`config.mk`:
```
export PLATFORM = sky130hd
export DESIGN_NAME = subleq_mem_flat
export DESIGN_NICKNAME = d
export VERILOG_FILES = /design/src/rtl/subleq_mem_if.sv /design/src/rtl/subleq_mem.sv /design/src/flat_wrapper.sv
export SDC_FILE = /design/constraint.sdc
export NUM_CORES = 2
export LEC_CHECK = 0
export ABC_AREA = 1
export CELL_PAD_IN_SITES_DETAIL_PLACEMENT = 2
export CELL_PAD_IN_SITES_GLOBAL_PLACEMENT = 2
export CORE_MARGIN = 2
export CORE_UTILIZATION = 35
export DETAILED_ROUTE_END_ITERATION = 6
export PLACE_DENSITY_LB_ADDON = 0.1
export SYNTH_ARGS = -nofsm -noshare
export SYNTH_HDL_FRONTEND = slang
export SYNTH_SLANG_ARGS = --single-unit
export TNS_END_PERCENT = 5
```
`constraint.sdc`:
```
create_clock -name i_clk -period 3.5 [get_ports i_clk]
set_input_delay 0.7 -clock i_clk [delete_from_list [all_inputs] [get_ports i_clk]]
set_output_delay 0.7 -clock i_clk [all_outputs]
set_load 0.005 [all_outputs]
```
`src/rtl/subleq_mem_if.sv`:
```
// Memory, loader and output-port signals between subleq_mem and its environment.
// The slave modport is the memory side; the master modport is the core/loader side.
interface subleq_mem_if #(
  parameter int ADDR_W = 8,
  parameter int DATA_W = 8
);
  logic [ADDR_W-1:0] i_raddr;
  logic [DATA_W-1:0] o_rdata;
  logic [ADDR_W-1:0] i_waddr;
  logic [DATA_W-1:0] i_wdata;
  logic              i_we;
  logic              o_cpu_rstn;
  logic              i_load_req;
  logic              i_run;
  logic              i_ld_valid;
  logic [DATA_W-1:0] i_ld_data;
  logic              i_ld_last;
  logic              o_ld_ready;
  logic [ADDR_W:0]   o_ld_count;
  logic              o_busy;
  logic [DATA_W-1:0] o_out;
  logic              o_out_stb;

  modport slave (
    input  i_raddr, i_waddr, i_wdata, i_we, i_load_req, i_run,
           i_ld_valid, i_ld_data, i_ld_last,
    output o_rdata, o_cpu_rstn, o_ld_ready, o_ld_count, o_busy, o_out, o_out_stb
  );

  modport master (
    output i_raddr, i_waddr, i_wdata, i_we, i_load_req, i_run,
           i_ld_valid, i_ld_data, i_ld_last,
    input  o_rdata, o_cpu_rstn, o_ld_ready, o_ld_count, o_busy, o_out, o_out_stb
  );
endinterface

```
`src/rtl/subleq_mem.sv`:
```
// Subleq memory responder with byte-stream program loader that holds the core in reset.
// Define SUBLEQ_MEM_MMIO_EN to enable the output port at MMIO_ADDR.
module subleq_mem #(
  parameter int              ADDR_W    = 8,
  parameter int              DATA_W    = 8,
  parameter logic [ADDR_W-1:0] MMIO_ADDR = 8'hFF
) (
  input logic        i_clk,
  input logic        i_rstn,
  subleq_mem_if.slave bus
);
  localparam int DEPTH = 1 << ADDR_W;

`ifdef SUBLEQ_MEM_MMIO_EN
  localparam bit MMIO_EN = 1'b1;
`else
  localparam bit MMIO_EN = 1'b0;
`endif

  typedef enum logic [1:0] {IDLE, LOAD, RELEASE, RUN} state_t;

  state_t            state;
  logic [DATA_W-1:0] mem [DEPTH];
  logic [ADDR_W:0]   ld_count;
  logic              cpu_rstn;
  logic              ld_ready;
  logic              busy;
  logic [DATA_W-1:0] out_q;
  logic              out_stb;

  logic ld_fire;
  logic ld_end;
  logic core_we;
  logic mmio_hit;

  // The load pointer is the low bits of the byte count; both clear together.
  assign ld_fire  = (state == LOAD) && ld_ready && bus.i_ld_valid;
  assign ld_end   = ld_fire && (bus.i_ld_last || (ld_count == (ADDR_W+1)'(DEPTH - 1)));
  assign core_we  = (state == RUN) && bus.i_we;
  assign mmio_hit = core_we && (bus.i_waddr == MMIO_ADDR);

  // NOTE: the array has no reset so it can map onto RAM; contents survive rst_n.
  always_ff @(posedge i_clk) begin
    if (ld_fire)
      mem[ld_count[ADDR_W-1:0]] <= bus.i_ld_data;
    else if (core_we)
      mem[bus.i_waddr] <= bus.i_wdata;
  end

  assign bus.o_rdata = mem[bus.i_raddr];

  // NOTE: all state uses non-blocking assignments so every register samples pre-edge values.
  always_ff @(posedge i_clk or negedge i_rstn) begin
    if (!i_rstn) begin
      state    <= IDLE;
      cpu_rstn <= 1'b0;
      ld_ready <= 1'b0;
      ld_count <= '0;
      busy     <= 1'b0;
      out_q    <= '0;
      out_stb  <= 1'b0;
    end else begin
      out_stb <= MMIO_EN && mmio_hit;
      if (MMIO_EN && mmio_hit)
        out_q <= bus.i_wdata;

      unique case (state)
        IDLE: begin
          if (bus.i_load_req) begin
            state    <= LOAD;
            ld_ready <= 1'b1;
            busy     <= 1'b1;
            ld_count <= '0;
          end else if (bus.i_run) begin
            state <= RELEASE;
            busy  <= 1'b1;
          end
        end
        LOAD: begin
          // A restart discards the count even if a byte lands in the same cycle.
          if (bus.i_load_req) begin
            ld_count <= '0;
          end else if (ld_fire) begin
            ld_count <= ld_count + 1'b1;
            if (ld_end) begin
              state    <= RELEASE;
              ld_ready <= 1'b0;
            end
          end
        end
        RELEASE: begin
          state    <= RUN;
          busy     <= 1'b0;
          cpu_rstn <= 1'b1;
        end
        RUN: begin
          if (bus.i_load_req) begin
            state    <= LOAD;
            cpu_rstn <= 1'b0;
            ld_ready <= 1'b1;
            busy     <= 1'b1;
            ld_count <= '0;
          end
        end
      endcase
    end
  end

  assign bus.o_cpu_rstn = cpu_rstn;
  assign bus.o_ld_ready = ld_ready;
  assign bus.o_ld_count = ld_count;
  assign bus.o_busy     = busy;
  assign bus.o_out      = out_q;
  assign bus.o_out_stb  = out_stb;
endmodule

```
`src/flat_wrapper.sv`:
```
// flat-port wrapper written by rule: the top's interface ports become plain ports
module subleq_mem_flat 
#(
  parameter int              ADDR_W    = 8,
  parameter int              DATA_W    = 8,
  parameter logic [ADDR_W-1:0] MMIO_ADDR = 8'hFF
)
  (i_clk, i_rstn, bus_i_raddr, bus_i_waddr, bus_i_wdata, bus_i_we, bus_i_load_req, bus_i_run, bus_i_ld_valid, bus_i_ld_data, bus_i_ld_last, bus_o_rdata, bus_o_cpu_rstn, bus_o_ld_ready, bus_o_ld_count, bus_o_busy, bus_o_out, bus_o_out_stb);
  subleq_mem_if #(.ADDR_W(ADDR_W), .DATA_W(DATA_W)) bus_i ();
  input logic i_clk;
  input logic i_rstn;
  input wire logic [$bits(bus_i.i_raddr)-1:0] bus_i_raddr;
  input wire logic [$bits(bus_i.i_waddr)-1:0] bus_i_waddr;
  input wire logic [$bits(bus_i.i_wdata)-1:0] bus_i_wdata;
  input wire logic [$bits(bus_i.i_we)-1:0] bus_i_we;
  input wire logic [$bits(bus_i.i_load_req)-1:0] bus_i_load_req;
  input wire logic [$bits(bus_i.i_run)-1:0] bus_i_run;
  input wire logic [$bits(bus_i.i_ld_valid)-1:0] bus_i_ld_valid;
  input wire logic [$bits(bus_i.i_ld_data)-1:0] bus_i_ld_data;
  input wire logic [$bits(bus_i.i_ld_last)-1:0] bus_i_ld_last;
  output wire logic [$bits(bus_i.o_rdata)-1:0] bus_o_rdata;
  output wire logic [$bits(bus_i.o_cpu_rstn)-1:0] bus_o_cpu_rstn;
  output wire logic [$bits(bus_i.o_ld_ready)-1:0] bus_o_ld_ready;
  output wire logic [$bits(bus_i.o_ld_count)-1:0] bus_o_ld_count;
  output wire logic [$bits(bus_i.o_busy)-1:0] bus_o_busy;
  output wire logic [$bits(bus_i.o_out)-1:0] bus_o_out;
  output wire logic [$bits(bus_i.o_out_stb)-1:0] bus_o_out_stb;
  assign bus_i.i_raddr = bus_i_raddr;
  assign bus_i.i_waddr = bus_i_waddr;
  assign bus_i.i_wdata = bus_i_wdata;
  assign bus_i.i_we = bus_i_we;
  assign bus_i.i_load_req = bus_i_load_req;
  assign bus_i.i_run = bus_i_run;
  assign bus_i.i_ld_valid = bus_i_ld_valid;
  assign bus_i.i_ld_data = bus_i_ld_data;
  assign bus_i.i_ld_last = bus_i_ld_last;
  assign bus_o_rdata = bus_i.o_rdata;
  assign bus_o_cpu_rstn = bus_i.o_cpu_rstn;
  assign bus_o_ld_ready = bus_i.o_ld_ready;
  assign bus_o_ld_count = bus_i.o_ld_count;
  assign bus_o_busy = bus_i.o_busy;
  assign bus_o_out = bus_i.o_out;
  assign bus_o_out_stb = bus_i.o_out_stb;
  subleq_mem #(.ADDR_W(ADDR_W), .DATA_W(DATA_W), .MMIO_ADDR(MMIO_ADDR)) u_core (.i_clk(i_clk), .i_rstn(i_rstn), .bus(bus_i));
endmodule
```
==> results.md <==
* Min cycle time layout at 3.61 ns
* Synth async-reset ratio at less than 1%
* Status: complete, but fails checks
* Max Freq at 277 MHz
* Worst-skew pair later-pin latency at 0.88 ns
* Total CTS buffers at 229
* Worst vdd ir at roughly 0.47 mV
* Reg2Reg Depth at 12
* Reg area at 61,800 um2
* Tcrit/Tclk final at 103%
* Clock Skews at 0.0517 ns
* Routed via count at 60,500
* Unrepaired setup endpoints after global routing: true
* Die height at between 400 and 500 um
* Gate Count Post-Synth at 7,142
* DRT antenna net count at 0
* Area share of the largest cell type after synthesis at between 70% and 80%
* Register bit total from synthesis at 2,062
* Seq/Total Area, Yosys at around three quarters
* Antenna violations before repair at 11
* DR vias/cell at 5.42
* Layout cell share with drive strength beyond 1 at 22.1%
* Top post-synthesis cells by area: edfxtp_1 73%, nand3_1 12%, nand2_1 9.6%, nor2_1 1.3%, clkbuf_1 1.1%
* Chip width at 494 um
* Leak Pwr at 38.7 nW
* Mapped Area at 84,100 um2
* Largest net degree at the start of global routing at 93
* Worst-Margin Slew at 0.955 ns
* Clock Path Buffers at 3
* Fin worst setup slack at -0.109 ns
* Hold_ws at approximately 0.26 ns
* Area Growth Syn to Fin at 27.7%
* Detailed Routing Iterations Pass 1 at 5
* Pwr Density at 554 nW/um2
* DR WL/cell at 28.8 um
* Hold WC Path Type: in2async
* Hold_buf cts at 0
* Residual DRC at 0
* Area occupied by multi-input gates at ~23,000 um2
* Failing checks: negative setup slack
* Setup tns final at -0.412 ns
* Reg clk slew, reported paths at 0.06 ns
* Synth unique cells at 36
* CTS H-tree lvls at 4
* Std cell rows at 179
* Final setup viols at 7
* Core area at 238,000 um2
* GRT Total Usage at a little over a quarter
* Full die area at 244,000 um2
* Ports at 68
* Ys flop type: edfxtp_1
* Grt total ovfl at 0
* CTS tree: built
* Worst R2R Start: u_core.state[1]
* CTS root buf: clkbuf_16
* Required @ worst endpoint at between 2 and 3 ns
* Clk sinks at 2,062
* Max cap viols at 0
* Critical Path AT at 2.91 ns
* Post-synth EDFFs at 2,048
* Post-synth top area cell: edfxtp_1
* Reg2reg setup slack at about 0.15 ns
* Synth warnings at 8
* Slew margin rel. at 36.1%
* Final RePlAce weighted congestion at 0.813
* First-pass GRT wire length at 467,000 um
* Post-Route WL at about 320,000 um
* Crit. End Element: output port
* Port bufs at 58
* Layout Nets at between 7,000 and 8,000
* Initial DRC count at 4,818
* DP HPWL at a little under 200,000 um
* Vias in the first global route at 65,200
* Setup crit start kind: input pin
* Max FO, Critical Path at 8
* Endpoints failing hold at 0
* Syn avg cell area at 11.8 um2
* Max-slew violation count at 0
* FILL cells at approximately 23,000
* Initial core utilization at 35.3%
* Critical path type: in2out
* Worst R2R End: u_core.mem[233][4]
state kept, by name, indices dropped and copies added, names as in the netlist:
name	count
u_core.mem	2048
u_core.bus.o_ld_count	9
u_core.state	2
u_core.bus.o_busy	1
u_core.bus.o_cpu_rstn	1
u_core.bus.o_ld_ready	1
worst max-delay path by stage:
stage	startpoint	to	cells after the start
after floorplan	u_core.state[1]	u_core.mem[0][0]	6
final	bus_i_raddr[0]	bus_o_rdata[3]	18
after global placement	bus_i_raddr[0]	bus_o_rdata[1]	16
after CTS	bus_i_raddr[0]	bus_o_rdata[4]	18
after detailed placement	bus_i_raddr[0]	bus_o_rdata[1]	16
after global routing	bus_i_raddr[0]	bus_o_rdata[7]	17
per-stage QoR:
| stage | total power, W | instance area (um2) | std cells | utilization (%) | setup WS [ns] |
|---|---|---|---|---|---|
| after global placement | 0.0360 | 94500 | 10600 | 39.6 | -0.925 |
| final | 0.0595 | 107000 | 11200 | 45.1 | -0.109 |
| after detailed placement | 0.0362 | 94500 | 10600 | 39.6 | -0.931 |
| after global routing | 0.0613 | 107000 | 11200 | 45.1 | -0.134 |
| after floorplan | 0.0321 | 84100 | 7150 | - | -0.0304 |
| after CTS | 0.0598 | 106000 | 11100 | 44.5 | -0.0675 |
area by class of cell:
cell class,count,area share [%]
inverters,65,0.277
clock inverters,115,0.840
multi-input cells,4530,21.6
diodes,7,0.0163
repair buffers,919,10.4
repair inverters,1,0.00815
clock buffers,297,5.59
flip-flops and latches,2062,57.6
well taps,3167,3.69
where the power goes:
part | switching, W | internal [W]
Combinational | 0.00562 | 0.00240
Sequential | 0.0000649 | 0.0284
Clock | 0.0103 | 0.0127
routing by layer:
metal	track usage (%)	part of all wire [%]	up-vias
met2	44.4	50	1188
met4	6.53	2.5	0
met1	35.7	44	32200
met3	2.68	3.7	383
li1	-	-	26700
met5	0	0	-
cell usage in the layout, fill, tap and decap left out, drive strengths merged, types with 4 or more instances in the layout:
cell / Yosys / layout
a21oi: 4 / 4
buf: 251 / 853
bufbuf: 0 / 16
bufinv: 0 / 10
clkbuf: 242 / 302
clkdlybuf4s50: 0 / 44
clkinv: 0 / 98
conb: 1 / 9
dfrtp: 14 / 14
diode: 0 / 7
edfxtp: 2048 / 2048
ha: 7 / 7
inv: 65 / 73
mux2: 8 / 8
nand2: 2151 / 2151
nand3: 2022 / 2022
nor2: 296 / 296
nor3: 5 / 5
o21ai: 19 / 19
critical path, stage by stage:
cell and delay [ns]:
buf_16 0.17, clkinv_16 0.12, buf_16 0.19, buf_12 0.16
buf_16 0.15, buf_8 0.14, buf_16 0.15, nand2_1 0.10
nand3_2 0.09, nand3_2 0.09, nand3_2 0.10, nand3_2 0.09
nand3_2 0.09, nand3_2 0.08, nand2_1 0.07, nand2_2 0.09
nand2_4 0.06, clkdlybuf4s15_2 0.20
timing repair:
item	in CTS	in global routing
cloned	46	5
buffers inserted	60	21
resized for setup	568	246
setup endpoints to repair	8	72
pin swaps	108	111
cell usage after synthesis, types with 2 or more instances:
cell type     n
dfrtp_1      14
nor2_2        3
inv_1        53
nor3_1        5
nor2_8        2
buf_1        68
o21ai_2       6
nand3_2       2
edfxtp_1   2048
a31oi_1       2
nor2_4        2
clkbuf_1    242
mux2_2        8
o22ai_1       2
ha_1          7
nand2_1    2141
o21ai_4       2
buf_4        11
buf_6         5
a21oi_1       4
inv_2        10
nand3_1    2019
buf_2       166
nor2_1      289
nand2_2      10
o21ai_0      11
cell families (layout without fill, tap and decap cells):
logic type	count (synthesis)	count (layout)	share of synthesized area, %
AO/OA/AOI/OAI	29	29	0.240
multiplexers	8	8	0.107
buffers and inverters	558	1397	2.86
other	1	16	0.00446
adder cells (fa/ha/maj)	7	7	0.104
AND/OR/NAND/NOR	4477	4477	23.1
flip-flops	2062	2062	73.6
Power figures use the tool's default switching activity.
